## src/rtl/regfile_pkg.sv

```systemverilog
// Shared constants and types for the register-file write-back path.
package regfile_pkg;

    localparam int unsigned DATA_W   = 8;
    localparam int unsigned ADDR_W   = 3;
    localparam int unsigned NUM_REGS = 1 << ADDR_W;

    // Which requester wins a contested write-back cycle.
    typedef enum logic {
        MEM_FIRST = 1'b0,
        ALU_FIRST = 1'b1
    } prio_state_e;

    // One write-back: register write and/or condition-bit write.
    typedef struct packed {
        logic              rf_en;
        logic [ADDR_W-1:0] addr;
        logic [DATA_W-1:0] data;
        logic              cb_en;
        logic              cb;
    } wb_req_t;

endpackage

```

## src/rtl/rf_scoreboard.sv

```systemverilog
// Busy-register scoreboard: loads reserve their destination at issue and
// release it when the load data is written into the register file.
module rf_scoreboard #(
    parameter int unsigned ADDR_W   = 3,
    parameter int unsigned NUM_REGS = 1 << ADDR_W
) (
    input  logic                clk_i,
    input  logic                rst_i,
    input  logic                set_i,
    input  logic [ADDR_W-1:0]   set_addr_i,
    input  logic                clr_i,
    input  logic [ADDR_W-1:0]   clr_addr_i,
    input  logic [ADDR_W-1:0]   rs_addr_i,
    input  logic [ADDR_W-1:0]   rt_addr_i,
    input  logic [ADDR_W-1:0]   lookup_addr_i,
    output logic                lookup_busy_o,
    output logic                stall_o,
    output logic [NUM_REGS-1:0] busy_o
);

    logic [NUM_REGS-1:0] busy_q, busy_d;

    // Next busy vector: clear first, then set, so a same-address set wins.
    always_comb begin
        busy_d = busy_q;
        if (clr_i) busy_d[clr_addr_i] = 1'b0;
        if (set_i) busy_d[set_addr_i] = 1'b1;
    end

    // Busy vector register.
    always_ff @(posedge clk_i or posedge rst_i) begin
        if (rst_i) busy_q <= '0;
        else       busy_q <= busy_d;
    end

    // Hazard lookups against the currently registered busy bits.
    always_comb begin
        lookup_busy_o = busy_q[lookup_addr_i];
        stall_o       = busy_q[rs_addr_i] | busy_q[rt_addr_i]
                      | (set_i & busy_q[set_addr_i]);
    end

    assign busy_o = busy_q;

endmodule

```

## src/rtl/regfile_wb_arbiter.sv

```systemverilog
// Arbitrates the register file's single write port and CB write port
// between ALU and load write-back, with starvation protection for the ALU.
module regfile_wb_arbiter #(
    parameter int unsigned DATA_W       = regfile_pkg::DATA_W,
    parameter int unsigned ADDR_W       = regfile_pkg::ADDR_W,
    parameter int unsigned STARVE_LIMIT = 2
) (
    input  logic                     clk_i,
    input  logic                     rst_i,
    input  logic                     alu_valid_i,
    output logic                     alu_ready_o,
    input  logic                     alu_rf_en_i,
    input  logic [ADDR_W-1:0]        alu_addr_i,
    input  logic [DATA_W-1:0]        alu_data_i,
    input  logic                     alu_cb_en_i,
    input  logic                     alu_cb_i,
    input  logic                     mem_valid_i,
    output logic                     mem_ready_o,
    input  logic [ADDR_W-1:0]        mem_addr_i,
    input  logic [DATA_W-1:0]        mem_data_i,
    input  logic                     rsv_i,
    input  logic [ADDR_W-1:0]        rsv_addr_i,
    input  logic [ADDR_W-1:0]        rs_addr_i,
    input  logic [ADDR_W-1:0]        rt_addr_i,
    output logic                     stall_o,
    output logic [(1<<ADDR_W)-1:0]   busy_o,
    output logic                     write_o,
    output logic [ADDR_W-1:0]        write_addr_o,
    output logic [DATA_W-1:0]        write_data_o,
    output logic                     write_CB_o,
    output logic                     cb_data_o
);

    import regfile_pkg::*;

    localparam int unsigned CNT_W = (STARVE_LIMIT < 2) ? 1 : $clog2(STARVE_LIMIT + 1);

    prio_state_e      state_q, state_d;
    logic [CNT_W-1:0] cnt_q, cnt_d;
    wb_req_t          wb_q, wb_d;
    logic             from_mem_q, from_mem_d;

    logic alu_busy;
    logic alu_elig;
    logic alu_xfer;
    logic mem_xfer;

    // Scoreboard: load write-back releases its register on the capture edge.
    rf_scoreboard #(
        .ADDR_W   (ADDR_W),
        .NUM_REGS (1 << ADDR_W)
    ) u_scoreboard (
        .clk_i         (clk_i),
        .rst_i         (rst_i),
        .set_i         (rsv_i),
        .set_addr_i    (rsv_addr_i),
        .clr_i         (wb_q.rf_en & from_mem_q),
        .clr_addr_i    (wb_q.addr),
        .rs_addr_i     (rs_addr_i),
        .rt_addr_i     (rt_addr_i),
        .lookup_addr_i (alu_addr_i),
        .lookup_busy_o (alu_busy),
        .stall_o       (stall_o),
        .busy_o        (busy_o)
    );

    // Priority selection, ready generation and starvation counting.
    always_comb begin
        alu_elig    = alu_valid_i & ~(alu_rf_en_i & alu_busy);
        alu_ready_o = 1'b0;
        mem_ready_o = 1'b0;
        state_d     = state_q;
        cnt_d       = cnt_q;
        if (!rst_i) begin
            unique case (state_q)
                MEM_FIRST: begin
                    mem_ready_o = mem_valid_i;
                    alu_ready_o = alu_elig & ~mem_valid_i;
                    if (alu_elig && mem_valid_i) begin
                        if (cnt_q + CNT_W'(1) >= CNT_W'(STARVE_LIMIT)) begin
                            state_d = ALU_FIRST;
                            cnt_d   = '0;
                        end else begin
                            cnt_d = cnt_q + CNT_W'(1);
                        end
                    end else begin
                        cnt_d = '0;
                    end
                end
                ALU_FIRST: begin
                    alu_ready_o = alu_elig;
                    mem_ready_o = mem_valid_i & ~alu_elig;
                    // An eligible ALU request always transfers here, so both
                    // the granted and the withdrawn case fall back.
                    state_d     = MEM_FIRST;
                    cnt_d       = '0;
                end
                default: begin
                    state_d = MEM_FIRST;
                    cnt_d   = '0;
                end
            endcase
        end
    end

    assign alu_xfer = alu_valid_i & alu_ready_o;
    assign mem_xfer = mem_valid_i & mem_ready_o;

    // Next write-port contents from whichever requester transferred.
    always_comb begin
        wb_d       = wb_q;
        wb_d.rf_en = 1'b0;
        wb_d.cb_en = 1'b0;
        from_mem_d = 1'b0;
        if (mem_xfer) begin
            wb_d.rf_en = 1'b1;
            wb_d.addr  = mem_addr_i;
            wb_d.data  = mem_data_i;
            from_mem_d = 1'b1;
        end else if (alu_xfer) begin
            wb_d.rf_en = alu_rf_en_i;
            wb_d.cb_en = alu_cb_en_i;
            if (alu_rf_en_i) begin
                wb_d.addr = alu_addr_i;
                wb_d.data = alu_data_i;
            end
            if (alu_cb_en_i) wb_d.cb = alu_cb_i;
        end
    end

    // Priority state, starvation counter and registered write port.
    always_ff @(posedge clk_i or posedge rst_i) begin
        if (rst_i) begin
            state_q    <= MEM_FIRST;
            cnt_q      <= '0;
            wb_q       <= '0;
            from_mem_q <= 1'b0;
        end else begin
            state_q    <= state_d;
            cnt_q      <= cnt_d;
            wb_q       <= wb_d;
            from_mem_q <= from_mem_d;
        end
    end

    assign write_o      = wb_q.rf_en;
    assign write_addr_o = wb_q.addr;
    assign write_data_o = wb_q.data;
    assign write_CB_o   = wb_q.cb_en;
    assign cb_data_o    = wb_q.cb;

endmodule

```

## config.mk

```make
export PLATFORM = sky130hd
export DESIGN_NAME = regfile_wb_arbiter
export DESIGN_NICKNAME = d
export VERILOG_FILES = /design/src/rtl/regfile_pkg.sv /design/src/rtl/rf_scoreboard.sv /design/src/rtl/regfile_wb_arbiter.sv
export SDC_FILE = /design/constraint.sdc
export NUM_CORES = 1
export LEC_CHECK = 0
export CORE_MARGIN = 5
export CORE_UTILIZATION = 43
export CTS_CLUSTER_DIAMETER = 120
export DETAILED_ROUTE_END_ITERATION = 8
export PLACE_DENSITY = 0.8
export SETUP_SLACK_MARGIN = 0.05
export SLEW_MARGIN = 20
export SYNTH_ARGS = -nofsm -noshare
export SYNTH_HDL_FRONTEND = slang
export SYNTH_HIERARCHICAL = 1
export SYNTH_SLANG_ARGS = --single-unit
```

## constraint.sdc

```tcl
create_clock -name clk_i -period 2.8 [get_ports clk_i]
set_clock_uncertainty 0.2 [all_clocks]
set_input_delay 0.28 -clock clk_i [delete_from_list [all_inputs] [get_ports clk_i]]
set_output_delay 0.28 -clock clk_i [all_outputs]
set_load 0.01 [all_outputs]
```

== Yosys cells after proc, flatten, opt, wreduce, memory -nomap -nowiden ==
Index checks and enable logic that the tools add are counted.

* Register bits: 26
* Word-level logic and storage cells: 73

* $lt $le $gt $ge: 8
* Muxes and demuxes: 30
* Add/sub/neg operators: 1
* Reduce and logical (&&, ||, !) cells: 7
* Bitwise operators: 18

{| class="wikitable"
|+ Operators with widths
! kind !! count
|-
| < comparator 3 x 4 -> 1 bit, second input constant || 5
|-
| two-way mux 8 bit || 2
|-
| two-way mux 14 bit || 1
|-
| binary-select mux 1 bit (select 3 bit) || 4
|-
| two-way mux 1 bit || 12
|-
| two-way mux 12 bit || 1
|-
| two-way mux 11 bit || 1
|-
| bitwise AND 1 bit || 8
|-
| bitwise AND 8 bit || 1
|-
| NOT 8 bit || 1
|-
| OR 8 bit || 1
|-
| demux 1 bit (select 3 bit) || 2
|-
| >= comparator 3 x 1 -> 1 bit, second input constant || 2
|-
| two-way mux 2 bit || 3
|-
| one-hot mux 1 bit (2 select lines) || 3
|-
| NOT 1 bit || 5
|-
| one-hot mux 2 bit (2 select lines) || 1
|-
| nonzero test 2 bit || 2
|-
| logical AND 1 bit || 3
|-
| AND reduction 3 bit || 1
|-
| adder 2 x 1 -> 2 bit, second input constant || 1
|-
| >= comparator 2 bit, second input constant || 1
|-
| OR 1 bit || 2
|-
| AND reduction 2 bit || 1
|}

== Longest topological paths before layout ==
Gate-level depths: netlist of the first run.

* Depth in word-level cells: 12
* Depth in mapped cells: 7

== Modules after synthesis ==
Netlist of the first run, hierarchy kept.

{| class="wikitable"
|+ Modules (own cells, without submodules)
! module !! cells an instance !! area each (µm²) !! sequential area each (µm²) !! instances
|-
| regfile_wb_arbiter || 68 || 944.7 || 450.4 || 1
|-
| rf_scoreboard || 52 || 598.1 || 200.2 || 1
|}

== Worst setup path before layout of the first run ==
Ideal clock, no wire load.

* Path kind: register to register
* Start: register u_scoreboard.busy_q[7] (netlist: u_scoreboard/busy_o[7])
* End: register wb_q, in the netlist write_addr_o[0]
* Stages on the path, launching flop included: 8
* Clock period less this slack: 2.458 ns
* Path slack: 0.342 ns
* Arrival: 2.133 ns
* Data required time: 2.475 ns
* Path through: dfrtp_1 > mux4_2 > mux2_2 > a21boi_4 > a21oi_2 > buf_6 > mux2_4 > mux2_4

* Word-level cells in the longest chain between the ends: 12

{| class="wikitable"
|+ Ends and longest elaborated chain
! item !! line !! RTL
|-
| start, declared || rf_scoreboard.sv:21 || <nowiki>logic [NUM_REGS-1:0] busy_q, busy_d;</nowiki>
|-
| start signal, assigned || rf_scoreboard.sv:33 || <nowiki>else busy_q <= busy_d;</nowiki>
|-
| binary-select mux 1 bit (select 3 bit) * || rf_scoreboard.sv:38 || <nowiki>lookup_busy_o = busy_q[lookup_addr_i];</nowiki>
|-
| two-way mux 1 bit (not written as such) * || rf_scoreboard.sv:38 ||
|-
| named net alu_busy || regfile_wb_arbiter.sv:43 || <nowiki>logic alu_busy;</nowiki>
|-
| bitwise AND 1 bit * || regfile_wb_arbiter.sv:69 || <nowiki>alu_elig = alu_valid_i & ~(alu_rf_en_i & alu_busy);</nowiki>
|-
| NOT 1 bit * || regfile_wb_arbiter.sv:69 ||
|-
| bitwise AND 1 bit * || regfile_wb_arbiter.sv:69 ||
|-
| NOT 1 bit * || regfile_wb_arbiter.sv:92 || <nowiki>mem_ready_o = mem_valid_i & ~alu_elig;</nowiki>
|-
| bitwise AND 1 bit * || regfile_wb_arbiter.sv:92 ||
|-
| one-hot mux 1 bit (2 select lines) * || regfile_wb_arbiter.sv:75 || <nowiki>unique case (state_q)</nowiki>
|-
| two-way mux 1 bit * || regfile_wb_arbiter.sv:74 || <nowiki>if (!rst_i) begin</nowiki>
|-
| named net mem_ready_o || regfile_wb_arbiter.sv:18 || <nowiki>output logic mem_ready_o,</nowiki>
|-
| bitwise AND 1 bit * || regfile_wb_arbiter.sv:107 || <nowiki>assign mem_xfer = mem_valid_i & mem_ready_o;</nowiki>
|-
| nonzero test 2 bit (no source line) || n/a ||
|-
| AND reduction 2 bit (no source line) || n/a ||
|-
| end signal, assigned || regfile_wb_arbiter.sv:141 || <nowiki>wb_q <= wb_d;</nowiki>
|-
| end, declared || regfile_wb_arbiter.sv:40 || <nowiki>wb_req_t wb_q, wb_d;</nowiki>
|}

The timed path passes the listed nets; every way through them passes the cells marked *. The select of a mux whose other input is x is not followed.
A chain may end at the register's enable or synchronous reset.

== Final worst setup path of the first run ==
* Start: input port alu_addr_i[1]
* End: output port mem_ready_o

* Word-level cells in the longest chain between the ends: 9

{| class="wikitable"
|+ Ends and longest elaborated chain
! item !! line !! RTL
|-
| start, declared || regfile_wb_arbiter.sv:13 || <nowiki>input logic [ADDR_W-1:0] alu_addr_i,</nowiki>
|-
| binary-select mux 1 bit (select 3 bit) || rf_scoreboard.sv:38 ||
|-
| two-way mux 1 bit (not written as such) || rf_scoreboard.sv:38 ||
|-
| named net alu_busy || regfile_wb_arbiter.sv:43 ||
|-
| bitwise AND 1 bit || regfile_wb_arbiter.sv:69 ||
|-
| NOT 1 bit || regfile_wb_arbiter.sv:69 ||
|-
| bitwise AND 1 bit || regfile_wb_arbiter.sv:69 ||
|-
| NOT 1 bit || regfile_wb_arbiter.sv:92 ||
|-
| bitwise AND 1 bit || regfile_wb_arbiter.sv:92 ||
|-
| one-hot mux 1 bit (2 select lines) || regfile_wb_arbiter.sv:75 ||
|-
| two-way mux 1 bit || regfile_wb_arbiter.sv:74 ||
|-
| end, declared || regfile_wb_arbiter.sv:18 ||
|}

The timed path passes the listed nets, and every way through them passes these cells. The select of a mux whose other input is x is not followed.

==> impl_metrics.json, run 1 <==
{
  "end_kind": "output pin",
  "path_max_fanout": 4,
  "outcome": "finished, final reports clean",
  "final_nets": 237,
  "ys_warn_count": 6,
  "synth_edf_count": 0,
  "setup_slack_ns": 0.101,
  "synth_top_area_share_pct": 42.2,
  "cts_made_buffers": 3,
  "grt_pass1_wl_mm": 6.84,
  "setup_tns_ns": 0,
  "synth_top_family_by_area": "multiplexers",
  "cts_root_buf": "clkbuf_4",
  "p_leak_nw": 0.993,
  "clock_path_buffers": 2,
  "final-setup-viol-count": 0,
  "viasPerCell": 5.31,
  "finalHoldViolCount": 0,
  "clk_latency_ns": 0.32,
  "grt_max_degree": 20,
  "design_area_um2": 2330,
  "area_growth_pct": 51.2,
  "cts.clk_slew.worst_paths_ns": 0.14,
  "die_h_um": 69.9,
  "synthTopCellsByArea": "dfrtp_1, mux2_4, mux4_2",
  "yosysUniqueCellTypes": 22,
  "power_mw": 1.13,
  "wire_per_inst_um": 17.1,
  "critical_path_required_ns": 2.32,
  "dpl.hpwl_mm": 3.36,
  "wl_mm": 4.14,
  "synth_area_um2": 1540,
  "synth.area.mux_share_pct": 36.0,
  "synth_cells": 120,
  "period_minus_slack_ns": 2.70,
  "numPlacedInstances": 237,
  "h-tree-depth": 1,
  "io_buffer_count": 63,
  "yosysTopAreaCell": "dfrtp_1",
  "period_share_pct": 96.4,
  "synth-seq-cells": 26,
  "dieArea_um2": 4890,
  "cap_violations": 0,
  "n_antenna_cell": 0,
  "place_area_um2": 2280,
  "drt-initial-drc-count": 40,
  "antenna_found_initial": 0,
  "fp.dieW_um": 69.9,
  "rsz0062_at_grt": "no",
  "startpoint_type": "input pin",
  "drc": 0,
  "start_util_pct": 45.2,
  "ant_nets": 0,
  "ioPinCount": 64,
  "slew_headroom_pct": 77.9,
  "drt_first_pass_iters": 4,
  "synth_compound_area_share_pct": 9.73,
  "cts_sinks": 26,
  "syn_avg_cell_area_um2": 12.9,
  "gr-usage-all-layers_pct": 17.4,
  "grt_overflow": 0,
  "hold_slack_ns": 0.181,
  "vias": 1285,
  "slew_violations": 0,
  "utilization_pct": 68.3,
  "mappedNetlistNets": 160,
  "gp_congestion": 0.788,
  "power.density_nw_per_um2": 487,
  "preCtsSetupSlack_ns": -0.210,
  "ys.flop_type": "dfrtp_1",
  "ir_drop_v": 0.000301,
  "rows": 21,
  "cts_tree": "yes",
  "yosys.area_share.adder_pct": 0.811,
  "grt_pass1_vias": 1450,
  "hold_buffers": 0,
  "max_freq_mhz": 371,
  "ys_seq_area_share_pct": 42.2,
  "drive_gt1_share_pct": 28.1,
  "netlist_top_cells_count": "dfrtp_1, mux2_4, o21ai_0",
  "core_um2": 3420,
  "hold_path_class": "input pin to async pin",
  "worstPathArrival_ns": 2.22,
  "worstMarginPinSlew_ns": 0.332,
  "synthXorXnorAreaFrac_pct": 0,
  "yosysMostFrequentCell": "dfrtp_1",
  "fin_cells": 242,
  "synth-simple-area-share_pct": 8.11,
  "crit_type": "input pin to output pin",
  "async_reset_ff_share_pct": 100
}
power by group:
group / leakage (nW) / total (mW) / switching, mW / internal (mW)
combinational: 0.676 / 0.442 / 0.156 / 0.286
clock: 0.0210 / 0.191 / 0.112 / 0.0795
sequential: 0.296 / 0.501 / 0.0643 / 0.437
total: 0.993 / 1.13 / 0.332 / 0.803
repair_timing:
action	4_1_cts	5_1_grt
cloned	0	0
endpoints found under the setup margin	2	3
resized for setup	4	7
buffers inserted	0	1
pin swaps	0	1
layout make-up:
| type | count | area [um^2] |
|---|---|---|
| fill | 259 | 1080 |
| tap | 46 | 57.6 |
| timing repair buffer | 75 | 719 |
| sequential | 26 | 657 |
| inverter | 5 | 18.8 |
| clock buffer | 4 | 36.3 |
| multi-input combinational | 86 | 843 |
logic make-up (layout without fill, tap and decap cells):
| group | count (synthesis) | after routing |
|---|---|---|
| buffers and inverters | 8 | 84 |
| adder cells (fa/ha/maj) | 1 | 1 |
| flip-flops | 26 | 26 |
| multiplexers | 37 | 37 |
| AO/OA/AOI/OAI | 24 | 24 |
| AND/OR/NAND/NOR | 24 | 24 |
critical path: stages:
cell and delay (ns):
clkdlybuf4s50_1 0.51, mux4_2 0.51, mux2_2 0.32, a21boi_4 0.20
a21oi_2 0.10, dlygate4sd2_1 0.30
cell usage in the layout (no fill, tap or decap):
cell             instances
dlygate4sd2_1            1
and3b_1                  1
nand2_1                 10
a21boi_4                 1
dlymetal6s2s_1           2
o211ai_1                 1
mux2_2                   6
a21oi_1                  2
mux2_4                  18
mux2i_1                  6
and3_1                   1
nor2b_1                  1
clkbuf_2                 1
dfrtp_2                  5
ha_1                     1
a21oi_2                  1
clkbuf_4                 3
buf_4                   12
o31ai_1                  4
clkbuf_8                 1
inv_1                    5
mux4_2                   7
clkdlybuf4s50_1         59
and2_1                   2
nand2b_1                 8
o21ai_0                 15
dfrtp_1                 21
nor2_1                   1
metal layers:
layer  vias up  GRT usage [%]  wire length, um
li1        591              -                -
met2        69           31.1             2220
met5         -              0                0
met4         0           5.32               42
met3         6           5.45              380
met1       619           19.7             1500
flip-flops by register name, indices dropped and copies added (netlist names):
register             count
state_q                  1
cnt_q                    2
from_mem_q               1
u_scoreboard/busy_o      8
write_data_o             8
write_o                  1
write_CB_o               1
write_addr_o             3
cb_data_o                1
path summary, 6_finish.rpt:
| path | end | depth (start not counted) | start | slack, ns |
|---|---|---|---|---|
| setup / recovery | mem_ready_o | 6 | alu_addr_i[1] | 0.10 |
| hold / removal | u_scoreboard/busy_o[6] | 2 | rst_i | 0.18 |
| setup reg to reg | write_data_o[5] | 7 | u_scoreboard/busy_o[7] | 0.18 |
| hold reg to reg | cnt_q[0] | 2 | cnt_q[0] | 0.32 |
| max in group asynchronous | write_data_o[5] | 3 | rst_i | 1.94 |
| min in group clk_i | u_scoreboard/busy_o[1] | 3 | rsv_addr_i[0] | 0.26 |
Power figures use the tool's default switching activity.
==> run 2, diff against run 1 <==
--- a/config.mk
+++ b/config.mk
@@ -5,8 +5,9 @@
 export SDC_FILE = /design/constraint.sdc
 export NUM_CORES = 1
 export LEC_CHECK = 0
+export ABC_AREA = 1
 export CORE_MARGIN = 5
-export CORE_UTILIZATION = 43
+export CORE_UTILIZATION = 44
 export CTS_CLUSTER_DIAMETER = 120
 export DETAILED_ROUTE_END_ITERATION = 8
 export PLACE_DENSITY = 0.8
==> run 2 against run 1 <==
- wire length increased by 11%
- non-clock buffer count decreased by 6
- fmax increased by 4.9%
- power decreased by 14%
- sequential cell count unchanged
- combinational power decreased by 33%
- clock power increased by 23%
- largest power group unchanged
==> impl_metrics.json, run 2 <==
{
  "outcome": "finished, final reports clean",
  "p_leak_nw": 1.20,
  "grt_overflow": 0,
  "slew_violations": 0,
  "netlist_top_cells_count": "nand2_1, nand3_1, inv_1",
  "rsz0062_at_grt": "no",
  "synth_top_area_share_pct": 39.1,
  "cts_made_buffers": 3,
  "mappedNetlistNets": 283,
  "grt_pass1_wl_mm": 7.47,
  "preCtsSetupSlack_ns": 0.140,
  "setup_tns_ns": 0,
  "hold_depth": 2,
  "clock_path_buffers": 2,
  "ant_nets": 0,
  "grt_max_degree": 23,
  "gr-usage-all-layers_pct": 17.7,
  "async_reset_ff_share_pct": 100,
  "drive_gt1_share_pct": 6.49,
  "area_growth_pct": 43.8,
  "r2r_cells": 12,
  "min_delay_worst_endpoint": "cnt_q[1]",
  "power_mw": 0.973,
  "yosysUniqueCellTypes": 22,
  "crit_type": "register to output pin",
  "wl_mm": 4.61,
  "synth_edf_count": 0,
  "final-setup-viol-count": 0,
  "viasPerCell": 5.01,
  "core_um2": 3660,
  "synthTopCellsByArea": "dfrtp_1, nand2_1, nand3_1",
  "timing.rr.end": "write_addr_o[1]",
  "start_util_pct": 45.5,
  "hold_path_class": "register to register",
  "dpl.hpwl_mm": 3.60,
  "ys.flop_type": "dfrtp_1",
  "slew_headroom_pct": 77.3,
  "period_share_pct": 91.9,
  "synth_area_um2": 1670,
  "drc": 0,
  "r2r-start": "u_scoreboard/busy_o[1]",
  "grt_pass1_vias": 1725,
  "clk_latency_ns": 0.26,
  "setup_slack_ns": 0.228,
  "wire_per_inst_um": 12.9,
  "critPathLaunch": "u_scoreboard/busy_o[1]",
  "vias": 1785,
  "max_freq_mhz": 389,
  "synth_cells": 243,
  "cap_violations": 0,
  "worstPathArrival_ns": 2.09,
  "worstMarginPinSlew_ns": 0.339,
  "rrSetupSlack_ns": 0.70,
  "startpoint_type": "register",
  "cts_tree": "yes",
  "final_nets": 349,
  "fp.dieW_um": 71.5,
  "end_kind": "output pin",
  "drt-initial-drc-count": 100,
  "period_minus_slack_ns": 2.57,
  "antenna_found_initial": 0,
  "power.density_nw_per_um2": 406,
  "cts_sinks": 26,
  "ioPinCount": 64,
  "synth-seq-cells": 26,
  "layout_commonest_cell": "nand2_1",
  "hold_start": "cnt_q[1]",
  "rows": 22,
  "cts_root_buf": "clkbuf_8",
  "yosysMostFrequentCell": "nand2_1",
  "die_h_um": 71.5,
  "critical_path_required_ns": 2.32,
  "ys_warn_count": 6,
  "cts.clk_slew.worst_paths_ns": 0.09,
  "gp_congestion": 0.871,
  "yosysTopAreaCell": "dfrtp_1",
  "path_max_fanout": 4,
  "layout_common_cells": "nand2_1, clkdlybuf4s50_1, nand3_1",
  "syn_avg_cell_area_um2": 6.85,
  "ir_drop_v": 0.000311,
  "drt_first_pass_iters": 4,
  "io_buffer_count": 63,
  "h-tree-depth": 1,
  "dieArea_um2": 5120,
  "ys_seq_area_share_pct": 39.1,
  "finalHoldViolCount": 0,
  "n_antenna_cell": 0
}
[run 2: cell type report]
cell class | count | area (um^2)
multi-input combinational | 177 | 831
fill | 330 | 1270
clock buffer | 4 | 55.1
timing repair buffer | 69 | 678
inverter | 32 | 120
sequential | 26 | 651
tap | 48 | 60.1
[run 2: worst max-delay path, stage by stage (launching register included)]
cell	delay (ns)
dfrtp_1	0.42
inv_1	0.14
a21oi_1	0.07
o21ai_0	0.09
nand2_1	0.08
o21a_1	0.16
nand2_1	0.07
nand2_1	0.09
nor2_1	0.15
clkdlybuf4s50_1	0.55
[run 2: power by group]
group / internal, mW / switching, mW
clock network: 0.125 / 0.110
logic: 0.156 / 0.140
registers: 0.409 / 0.0339
[run 2: routing by layer]
| layer | wire length [um] | vias up | GRT usage (%) |
|---|---|---|---|
| li1 | - | 914 | - |
| met5 | 0 | - | 0 |
| met1 | 1880 | 797 | 21.1 |
| met4 | 83 | 0 | 6.26 |
| met2 | 2180 | 68 | 30.4 |
| met3 | 462 | 6 | 4.91 |
[run 2: cell families (layout without fill, tap and decap cells)]
| family | count (synthesis) | count (layout) | synth area share, % |
|---|---|---|---|
| buf+inv | 40 | 105 | 11.0 |
| simple gates | 146 | 146 | 38.5 |
| fa+ha+maj | 1 | 1 | 0.751 |
| flops | 26 | 26 | 39.1 |
| compound gates | 30 | 30 | 10.6 |
[run 2: worst max-delay path by stage]
stage          slack, ns  depth (start not counted)          end
6_report            0.23                          9  alu_ready_o
5_1_grt             0.12                          9  alu_ready_o
4_1_cts             0.14                          9  alu_ready_o
3_5_place_dp        0.14                          9  alu_ready_o
3_3_place_gp        0.20                          9  alu_ready_o
2_1_floorplan       0.95                         10  mem_ready_o
[run 2: timing repair]
action / in CTS / in global routing
resized for setup: 0 / 1
hold buffers: 0 / 0
endpoints found under the setup margin: 0 / 1
buffers inserted: 0 / 0
[run 2: stage by stage]
stage,instances,utilization [%],hold WS (ns),cell area [um^2]
after global routing,356,65.4,0.312,2390
final,356,65.4,0.270,2390
after detailed placement,352,63.8,0.251,2340
after global placement,352,63.8,0.245,2340
after CTS,356,65.3,0.272,2390
after floorplan,243,-,-0.104,1670
==> run 3, diff against run 2 <==
--- a/config.mk
+++ b/config.mk
@@ -10,7 +10,7 @@
 export CORE_UTILIZATION = 44
 export CTS_CLUSTER_DIAMETER = 120
 export DETAILED_ROUTE_END_ITERATION = 8
-export PLACE_DENSITY = 0.8
+export PLACE_DENSITY_LB_ADDON = 0.08
 export SETUP_SLACK_MARGIN = 0.05
 export SLEW_MARGIN = 20
 export SYNTH_ARGS = -nofsm -noshare
==> run 3 against run 2 <==
- power is 8.3% higher
- final cell count is 0.28% higher
- sequential share of layout area is 0.27 points lower
- combinational power is 1% higher
- register-to-register slack better by 0.05 ns
- clock-buffer cell count is 1 lower
- sequential power hardly changed
- worst hold slack better by 0.0065 ns
- setup slack better by 0.025 ns
- cell area is 0.99% higher
- utilization is 0.65 points higher
- wire length is 0.28% lower
- critical endpoint unchanged
==> impl_metrics.json, run 3 (synthesis gave the netlist of run 2 again) <==
{
  "drc": 0,
  "n_antenna_cell": 0,
  "critPathMaxStageDelay_ns": 0.55,
  "wl_mm": 4.59,
  "setup_tns_ns": 0,
  "clk_latency_ns": 0.27,
  "power.density_nw_per_um2": 436,
  "final_nets": 350,
  "clock_path_buffers": 2,
  "r2r-start": "u_scoreboard/busy_o[3]",
  "r2r_cells": 12,
  "cp_common_cell": "nand2_1",
  "final-setup-viol-count": 0,
  "gr-usage-all-layers_pct": 18.2,
  "layout_commonest_cell": "nand2_1",
  "io_buffer_count": 63,
  "dpl.hpwl_mm": 3.53,
  "timing.rr.end": "write_addr_o[2]",
  "ioPinCount": 64,
  "outcome": "finished, final reports clean",
  "hold_buffers": 0,
  "ir_drop_v": 0.000334,
  "slew_violations": 0,
  "path_max_fanout": 4,
  "worstPathArrival_ns": 2.07,
  "gp_congestion": 0.869,
  "grt_pass1_vias": 1708,
  "end_kind": "output pin",
  "cts_made_buffers": 3,
  "crit_path_end": "alu_ready_o",
  "crit_type": "register to output pin",
  "drive_gt1_share_pct": 6.80,
  "hold_slack_ns": 0.276,
  "fp.dieW_um": 71.5,
  "cts.clk_slew.worst_paths_ns": 0.09,
  "layout_common_cells": "nand2_1, clkdlybuf4s50_1, nand3_1",
  "numPlacedInstances": 353,
  "viasPerCell": 4.98,
  "fillers": 355,
  "wire_per_inst_um": 12.9,
  "slew_headroom_pct": 75.0,
  "period_minus_slack_ns": 2.55,
  "crit_path_cell_trace": "inv_1, nand2_1, o211ai_1, nand2_1, o21a_1, nand2_1, nand2_1, nor2_1, clkdlybuf4s50_1",
  "critPathLaunch": "u_scoreboard/busy_o[3]",
  "finalHoldViolCount": 0,
  "cpMaxStageDelayCell": "clkdlybuf4s50_1",
  "fin_cells": 357,
  "dieArea_um2": 5120,
  "grt_overflow": 0,
  "hold_path_class": "register to register",
  "cap_violations": 0,
  "period_share_pct": 91.0,
  "rrSetupSlack_ns": 0.75,
  "grt_max_degree": 23,
  "grt_pass1_wl_mm": 7.65,
  "drt_first_pass_iters": 6,
  "cts_root_buf": "clkbuf_8",
  "start_util_pct": 45.5,
  "h-tree-depth": 1,
  "critical_path_required_ns": 2.32,
  "cts_tree": "yes",
  "ant_nets": 0,
  "worstMarginPinSlew_ns": 0.374,
  "rows": 22,
  "cts_sinks": 26,
  "startpoint_type": "register",
  "die_h_um": 71.5,
  "vias": 1779,
  "drt-initial-drc-count": 136,
  "max_freq_mhz": 393,
  "antenna_found_initial": 0,
  "power_mw": 1.05,
  "area_growth_pct": 45.2,
  "p_leak_nw": 1.21,
  "core_um2": 3660,
  "rsz0062_at_grt": "no"
}
-- run 3: changes by cell type in the layout (fill, tap and decap cells not counted), sizes merged --
cell	delta
clkbuf	-1
bufinv	+1
buf	+1
-- run 3: worst min-delay path by stage --
stage	from	to	slack, ns	cells past startpoint
after floorplan	rst_i	u_scoreboard/busy_o[0]	-0.10	1
after global placement	cnt_q[1]	cnt_q[1]	0.25	2
after detailed placement	cnt_q[1]	cnt_q[1]	0.25	2
after CTS	cnt_q[1]	cnt_q[1]	0.27	2
after global routing	cnt_q[1]	cnt_q[1]	0.31	2
final	cnt_q[1]	cnt_q[1]	0.28	2
-- run 3: repair_timing --
item / in CTS / in global routing
buffers inserted: 0 / 0
gates resized for setup: 0 / 1
endpoints found under the setup margin: 0 / 1
-- run 3: final cells by class --
cell class	count	area, um^2	area share [%]
timing repair buffer	70	686	28.3
inverter	32	120	4.97
clock buffer	3	41.3	1.71
multi-input combinational	177	831	34.4
sequential	26	651	26.9
clock inverter	1	30.0	1.24
tap	48	60.1	2.48
-- run 3: critical path: cells and delay by family, from the launching register on --
kind            cells  cell delay, ns
compound gates      2            0.24
buf+inv             2            0.68
flops               1            0.42
simple gates        5            0.45
-- run 3: power by group --
part	switching (mW)	internal (mW)
Sequential	0.0331	0.409
Combinational	0.140	0.158
Clock	0.121	0.191
Total	0.295	0.759
-- run 3: stage by stage --
step | setup WS [ns] | instance area [um^2] | util, %
after floorplan | 0.952 | 1670 | -
after global placement | 0.190 | 2340 | 64.0
after detailed placement | 0.152 | 2340 | 64.0
after CTS | 0.156 | 2420 | 66.0
after global routing | 0.0860 | 2420 | 66.1
final | 0.253 | 2420 | 66.1
-- run 3: per-layer routing --
layer,vias to the layer above,global-route usage (%),part of all wire [%]
met5,-,0,0
met4,0,3.55,0.52
met3,4,4.35,8.1
met2,63,33.0,51
met1,797,21.9,41
li1,915,-,-
==> edit 1, RTL diff (config.mk and constraints of run 2) <==
`ADDR_W` is set to 3 in 2 places; all go to 4.
--- a/src/rtl/regfile_pkg.sv
+++ b/src/rtl/regfile_pkg.sv
@@ -3,5 +3,5 @@
 
     localparam int unsigned DATA_W   = 8;
-    localparam int unsigned ADDR_W   = 3;
+    localparam int unsigned ADDR_W   = 4;
     localparam int unsigned NUM_REGS = 1 << ADDR_W;
 
--- a/src/rtl/rf_scoreboard.sv
+++ b/src/rtl/rf_scoreboard.sv
@@ -2,5 +2,5 @@
 // release it when the load data is written into the register file.
 module rf_scoreboard #(
-    parameter int unsigned ADDR_W   = 3,
+    parameter int unsigned ADDR_W   = 4,
     parameter int unsigned NUM_REGS = 1 << ADDR_W
 ) (
Ports: changed (7 resized); port bits go from 64 to 78. No check against the original RTL was run, so the function may have changed too.
==> edit 1 against run 2 <==
Final area up 39%. Register-to-register slack worse by 330 ps. Synthesized cell count increased by 49%. Via count increased by 58%. Total power increased by 44%. Global-route usage grew 4.1 points. Hold slack lost 1.8 ps. Sequential cell count up 9. Die area rose by 38%. Setup slack better by 37 ps. Wire length increased by 63%. Synthesized area up 45%. Highest routed layer unchanged.
==> edit 1: results (changes against run 2) <==
Outcome
  – Status: complete, no violations (unchanged)

Power
  – VDD IR-drop max: 0.3076 mV (was 0.3110 mV)
  – Internal: 941.6 µW (was 690.1 µW)
  – Leak pwr: 1.659 nW (was 1.201 nW)

Synth
  – Largest cells by area after synthesis: dfrtp_1 (36%), nand2_1 (17%), nand3_1 (17%) (was dfrtp_1 (39%), nand2_1 (20%), nand3_1 (14%))
  – Post-Syn Nets: 408 (was 283)
  – Cells after synthesis: 363 (was 243)
  – Distinct cells, synth: 24 (was 22)

GRT
  – Total GRT Usage: 21.79% (was 17.71%)
  – Pin count of the biggest net entering global routing: 24 (was 23)
  – First-pass GRT wire length: 12.50 mm (was 7.472 mm)

Clock network
  – Clk pin slew, worst setup/hold paths: 70 ps (was 90 ps)
  – Skew-Pair Late Insertion Delay: 290 ps (was 260 ps)
  – H-tree depth reported by CTS: 2 (was 1)
  – Total CTS buffers: 5 (was 3)

Place
  – GPL Wtd Cong: 0.8251 (was 0.8714)
  – Placed Instance Area: 0.003247 mm² (was 0.002337 mm²)
  – Placed Cells: 507 (was 352)
  – DP HPWL: 5.860 mm (was 3.599 mm)
  – Port buffer count: 77 (was 63)

Drt
  – Final WL: 7.518 mm (was 4.606 mm)
  – Detailed-route wire length on metal 1: 2.897 mm (was 1.878 mm)
  – Via count: 2,813 (was 1,785)
  – Routed length per instance: 14.60 µm (was 12.94 µm)
  – Met2 wire length: 3.682 mm (was 2.182 mm)
  – 1st-iter DRT viols: 210 (was 100)
  – First-pass detailed-route iteration total: 5 (was 4)
  – Met3 WL: 742 µm (was 462 µm)

Worst setup path
  – Startpoint Class: primary input (was flip-flop)
  – Worst R2R Start: u_scoreboard/busy_o[13] (was u_scoreboard/busy_o[1])
  – R2R Setup Slk: 370 ps (was 700 ps)
  – Reg2reg end: write_data_o[2] (was write_addr_o[1])
  – Critical Path Fanout Max: 9 (was 4)

STA
  – Worst relative slew slack: 59.90% (was 77.34%)
  – Worst hold margin: 268.1 ps (was 269.9 ps)

Final layout
  – Layout cell share with drive strength beyond 1: 6.772% (was 6.494%)
  – Post-layout net count: 487 (was 349)
  – Fillers: 516 (was 330)
-- edit 1: cell types whose count changed after synthesis, moves of 3 or more --
cell and delta:
o21ai_1 +3, buf_2 +5, dfrtp_1 +9, inv_2 +3
nand2_1 +25, o32ai_1 +4, inv_1 +14, nor3_1 +4
nand3_1 +36, o21ai_0 +13
-- edit 1: cells by family after synthesis --
kind of cell | count (synthesis) | synth area share (%)
compound gates | 52 | 12.53
simple gates | 211 | 38.41
flops | 35 | 36.38
fa+ha+maj | 1 | 0.5197
buf+inv | 64 | 12.16
-- edit 1: what timing repair did --
| action | CTS | global route |
|---|---|---|
| hold buffers | 0 | 0 |
| gates resized for setup | 2 | 3 |
| endpoints found under the setup margin | 2 | 2 |
-- edit 1: critical path, stage by stage --
cell             delay, ps
clkdlybuf4s50_1        640
inv_2                  130
nand2_1                 90
nand3_1                 60
nand3_1                 90
nand3_1                 70
nand2_1                 70
nor2_1                  50
nand2_1                 50
clkdlybuf4s50_1        530
-- edit 1: how the worst max path moves through the flow --
stage | from | to | slack [ps] | cells past startpoint
finish | rt_addr_i[0] | stall_o | 260 | 10
global placement | alu_addr_i[0] | alu_ready_o | 90 | 11
CTS | alu_addr_i[0] | mem_ready_o | 50 | 12
global route | rt_addr_i[0] | stall_o | 70 | 10
detailed placement | alu_addr_i[0] | mem_ready_o | -10 | 12
floorplan | alu_addr_i[0] | mem_ready_o | 810 | 11
-- edit 1: routing by layer --
metal | up-vias | GRT usage (%)
li1 | 1355 | -
met1 | 1275 | 24.30
met2 | 161 | 38.11
met3 | 22 | 5.923
met4 | 0 | 10.53
met5 | - | 0
-- edit 1: power groups by stage --
stage	Clock, mW	Sequential, mW	Combinational, mW
CTS	0.365	0.609	0.441
detailed placement	0	0.618	0.439
finish	0.353	0.611	0.441
global route	0.390	0.617	0.487
global placement	0	0.619	0.430
floorplan	0	0.622	0.199
-- edit 1: per-stage QoR --
stage	total power, mW	setup TNS [ps]	setup WS, ps	utilization, %
2_1_floorplan	0.8205	0	813.4	-
3_3_place_gp	1.048	0	88.60	60.07
3_5_place_dp	1.057	-16.43	-12.86	60.07
4_1_cts	1.415	0	51.25	61.62
5_1_grt	1.493	0	72.77	61.76
6_report	1.405	0	264.5	61.76
-- edit 1: final cells by class --
cell class,instances,area (µm²),share of cell area (%)
Timing Repair Buffer,87,864.6,25.90
Multi-Input combinational cell,264,1239,37.11
Tap cell,72,90.09,2.699
Clock buffer,6,72.57,2.174
Inverter,49,183.9,5.510
Clock inverter,2,12.51,0.3748
Sequential cell,35,875.8,26.24
==> edit 2, RTL diff (flow settings as in run 2) <==
Made on the original files. Make the reset (`rst_i`) synchronous in 2 clocked blocks.
--- a/src/rtl/rf_scoreboard.sv
+++ b/src/rtl/rf_scoreboard.sv
@@ -29,5 +29,5 @@
 
     // Busy vector register.
-    always_ff @(posedge clk_i or posedge rst_i) begin
+    always_ff @(posedge clk_i) begin
         if (rst_i) busy_q <= '0;
         else       busy_q <= busy_d;
--- a/src/rtl/regfile_wb_arbiter.sv
+++ b/src/rtl/regfile_wb_arbiter.sv
@@ -130,5 +130,5 @@
 
     // Priority state, starvation counter and registered write port.
-    always_ff @(posedge clk_i or posedge rst_i) begin
+    always_ff @(posedge clk_i) begin
         if (rst_i) begin
             state_q    <= MEM_FIRST;
Behaviour: differs if rst_i is asserted again (counterexample within 4 cycles, from zero or initial values and one cycle with rst_i high); with rst_i held inactive, the same outputs for 10 cycles.
==> edit 2 against run 2 <==
Critical path depth unchanged. First-iteration DRC count up 14%. Final cell count up 8.7%. Sequential cell count unchanged. Highest routed layer unchanged. Critical path type is now primary input to output port. Largest cell class unchanged. Synthesized cell count up 14%. Sequential power down 8.1%. Global-route usage up 1.5 points. Synthesized area down 1.4%. Utilization up 0.39 points. Wire length up 0.50%. Setup slack worse by 1.6 ps. Total power down 0.49%. Final area down 0.16%.
==> edit 2: results (changes against run 2) <==
Outcome
  – Status: complete, no violations (unchanged)

GRT
  – Pin count of the biggest net entering global routing: 16 (was 23)
  – Vias in the first global route: 1,774 (was 1,725)
  – Total GRT Usage: 19.21% (was 17.71%)
  – Initial antenna violation count: 0 (unchanged)
  – First-pass GRT wire length: 7.928 mm (was 7.472 mm)

Hold path
  – Worst min-delay path category: flip-flop to flip-flop (unchanged)
  – Worst Hold Path EP: cnt_q[0] (was cnt_q[1])
  – Worst hold stages: 1 (was 2)
  – HP Start: cnt_q[0] (was cnt_q[1])

Synth
  – Distinct cells, synth: 23 (was 22)
  – Post-synth top cells: nand2_1 (72), nand3_1 (56), inv_1 (44) (was nand2_1 (87), nand3_1 (48), inv_1 (27))
  – Post-Syn Nets: 317 (was 283)
  – Cells after synthesis: 276 (was 243)
  – Async SR Flop Fraction: 0% (was 100.0%)
  – Largest cells by area after synthesis: dfxtp_1 (32%), nand3_1 (17%), nand2_1 (16%) (was dfrtp_1 (39%), nand2_1 (20%), nand3_1 (14%))
  – Synth warn: 6 (unchanged)
  – Sequential element share of the synthesized area: 31.71% (was 39.07%)
  – Most area-hungry cell type in the Yosys netlist: dfxtp_1 (was dfrtp_1)

Final layout
  – Layout cell share with drive strength beyond 1: 4.720% (was 6.494%)
  – N_diodes: 0 (unchanged)
  – Fillers: 357 (was 330)

Clock network
  – Clock tree buffer depth: 2 (unchanged)
  – Post-CTS setup buffer count: 0 (unchanged)
  – Root Driver: clkbuf_8 (unchanged)
  – Skew-Pair Late Insertion Delay: roughly 270 ps
  – H-tree depth reported by CTS: 1 (unchanged)
  – Total CTS buffers: 3 (unchanged)
  – PostCTS Resize Cnt: 0 (unchanged)
  – Clk pin slew, worst setup/hold paths: 90 ps (about the same)

STA
  – Worst relative slew slack: 71.95% (was 77.34%)

Place
  – GPL Wtd Cong: 0.8322 (was 0.8714)
  – DP HPWL: 3.575 mm (was 3.599 mm)
  – Port buffer count: 63 (unchanged)
  – Placed Instance Area: 0.002317 mm² (was 0.002337 mm²)
  – Placed Cells: 383 (was 352)

Power
  – Switch Pwr: 254.3 µW (was 283.3 µW)
  – Leak pwr: 1.153 nW (was 1.201 nW)
  – VDD IR-drop max: 0.2536 mV (was 0.3110 mV)

Worst setup path
  – Crit path DAT: 2090 ps (about the same)
  – Reg2Reg Depth: 11 (was 12)
  – R2R Setup Slk: 590 ps (was 700 ps)
  – Crit path largest cell delay: roughly 560 ps
  – Reg2reg end: write_addr_o[2] (was write_addr_o[1])
  – Critical Path Fanout Max: 5 (was 4)
  – CP max stage cell: clkdlybuf4s50_1 (unchanged)
  – Worst R2R Start: u_scoreboard/busy_o[3] (was u_scoreboard/busy_o[1])

Drt
  – Vias per std cell: 4.837 (was 5.014)
  – First-pass detailed-route iteration total: 4 (unchanged)
  – Routed length per instance: 11.96 µm (was 12.94 µm)
  – 1st-iter DRT viols: 114 (was 100)
  – Via count: 1,872 (was 1,785)
==> edit 2: cell count changes in the layout (fill, tap and decap cells not counted), sizes merged, moves of 2 or more <==
cell	run 2	this run
inv	32	45
nor2	6	31
o21ai	20	11
dfrtp	26	0
o22ai	2	0
nand2	89	73
a21oi	3	12
nand3	49	56
dfxtp	0	26
==> edit 2: worst max path at each step <==
stage                      startpoint          end  slack (ps)  cells past startpoint
2_1_floorplan  u_scoreboard/busy_o[5]  mem_ready_o         970                     10
3_3_place_gp            alu_addr_i[0]  alu_ready_o         180                      9
3_5_place_dp            alu_addr_i[0]  alu_ready_o         120                      9
4_1_cts                 alu_addr_i[0]  alu_ready_o         110                      9
5_1_grt                 alu_addr_i[1]  mem_ready_o          90                     10
6_report                alu_addr_i[1]  alu_ready_o         230                      9
==> edit 2: power by group through the flow <==
| stage | registers, mW | logic (mW) | clock network [mW] |
|---|---|---|---|
| final | 0.407 | 0.253 | 0.309 |
| after global routing | 0.410 | 0.281 | 0.331 |
| after CTS | 0.407 | 0.253 | 0.317 |
| after global placement | 0.415 | 0.248 | 0 |
| after detailed placement | 0.415 | 0.251 | 0 |
| after floorplan | 0.421 | 0.115 | 0 |
==> edit 2: stage by stage <==
step                      utilization, %  total power [mW]  hold WS (ps)  worst slack (ps)
after global placement             63.77            0.6636         247.2             180.9
after global routing               65.81             1.022         295.7             88.97
after detailed placement           63.77            0.6666         262.7             119.6
after CTS                          65.74            0.9772         278.6             106.6
after floorplan                        -            0.5363         158.5             968.0
final                              65.81            0.9687         267.5             226.2
==> edit 2: kinds of logic (layout without fill, tap and decap cells) <==
| group | Yosys count | in the layout | share of synthesized area, % |
|---|---|---|---|
| AO/OA/AOI/OAI | 28 | 28 | 9.756 |
| adder cells (fa/ha/maj) | 2 | 2 | 1.524 |
| buffers and inverters | 56 | 119 | 14.41 |
| flip-flops | 26 | 26 | 31.71 |
| AND/OR/NAND/NOR | 164 | 164 | 42.61 |
==> edit 2: cell type report <==
type | instances | area, µm² | share of cell area, %
repair buffers | 70 | 685.7 | 28.68
inverters | 45 | 168.9 | 7.064
clock inverters | 1 | 30.03 | 1.256
well taps | 48 | 60.06 | 2.512
clock buffers | 3 | 41.29 | 1.727
multi-input cells | 194 | 884.6 | 37.00
flip-flops and latches | 26 | 520.5 | 21.77
==> edit 2: worst max-delay path: cells and delay by family <==
family	cells	cell delay (ps)
AO/OA/AOI/OAI	4	460
buffers and inverters	3	1160
AND/OR/NAND/NOR	2	190
==> edit 2: routing by layer <==
layer	part of all wire [%]	routed length [µm]	GRT usage [%]
met1	42	1965	22.79
met2	45	2106	31.93
met3	11	487	7.244
met4	1.5	69	6.263
met5	0	0	0
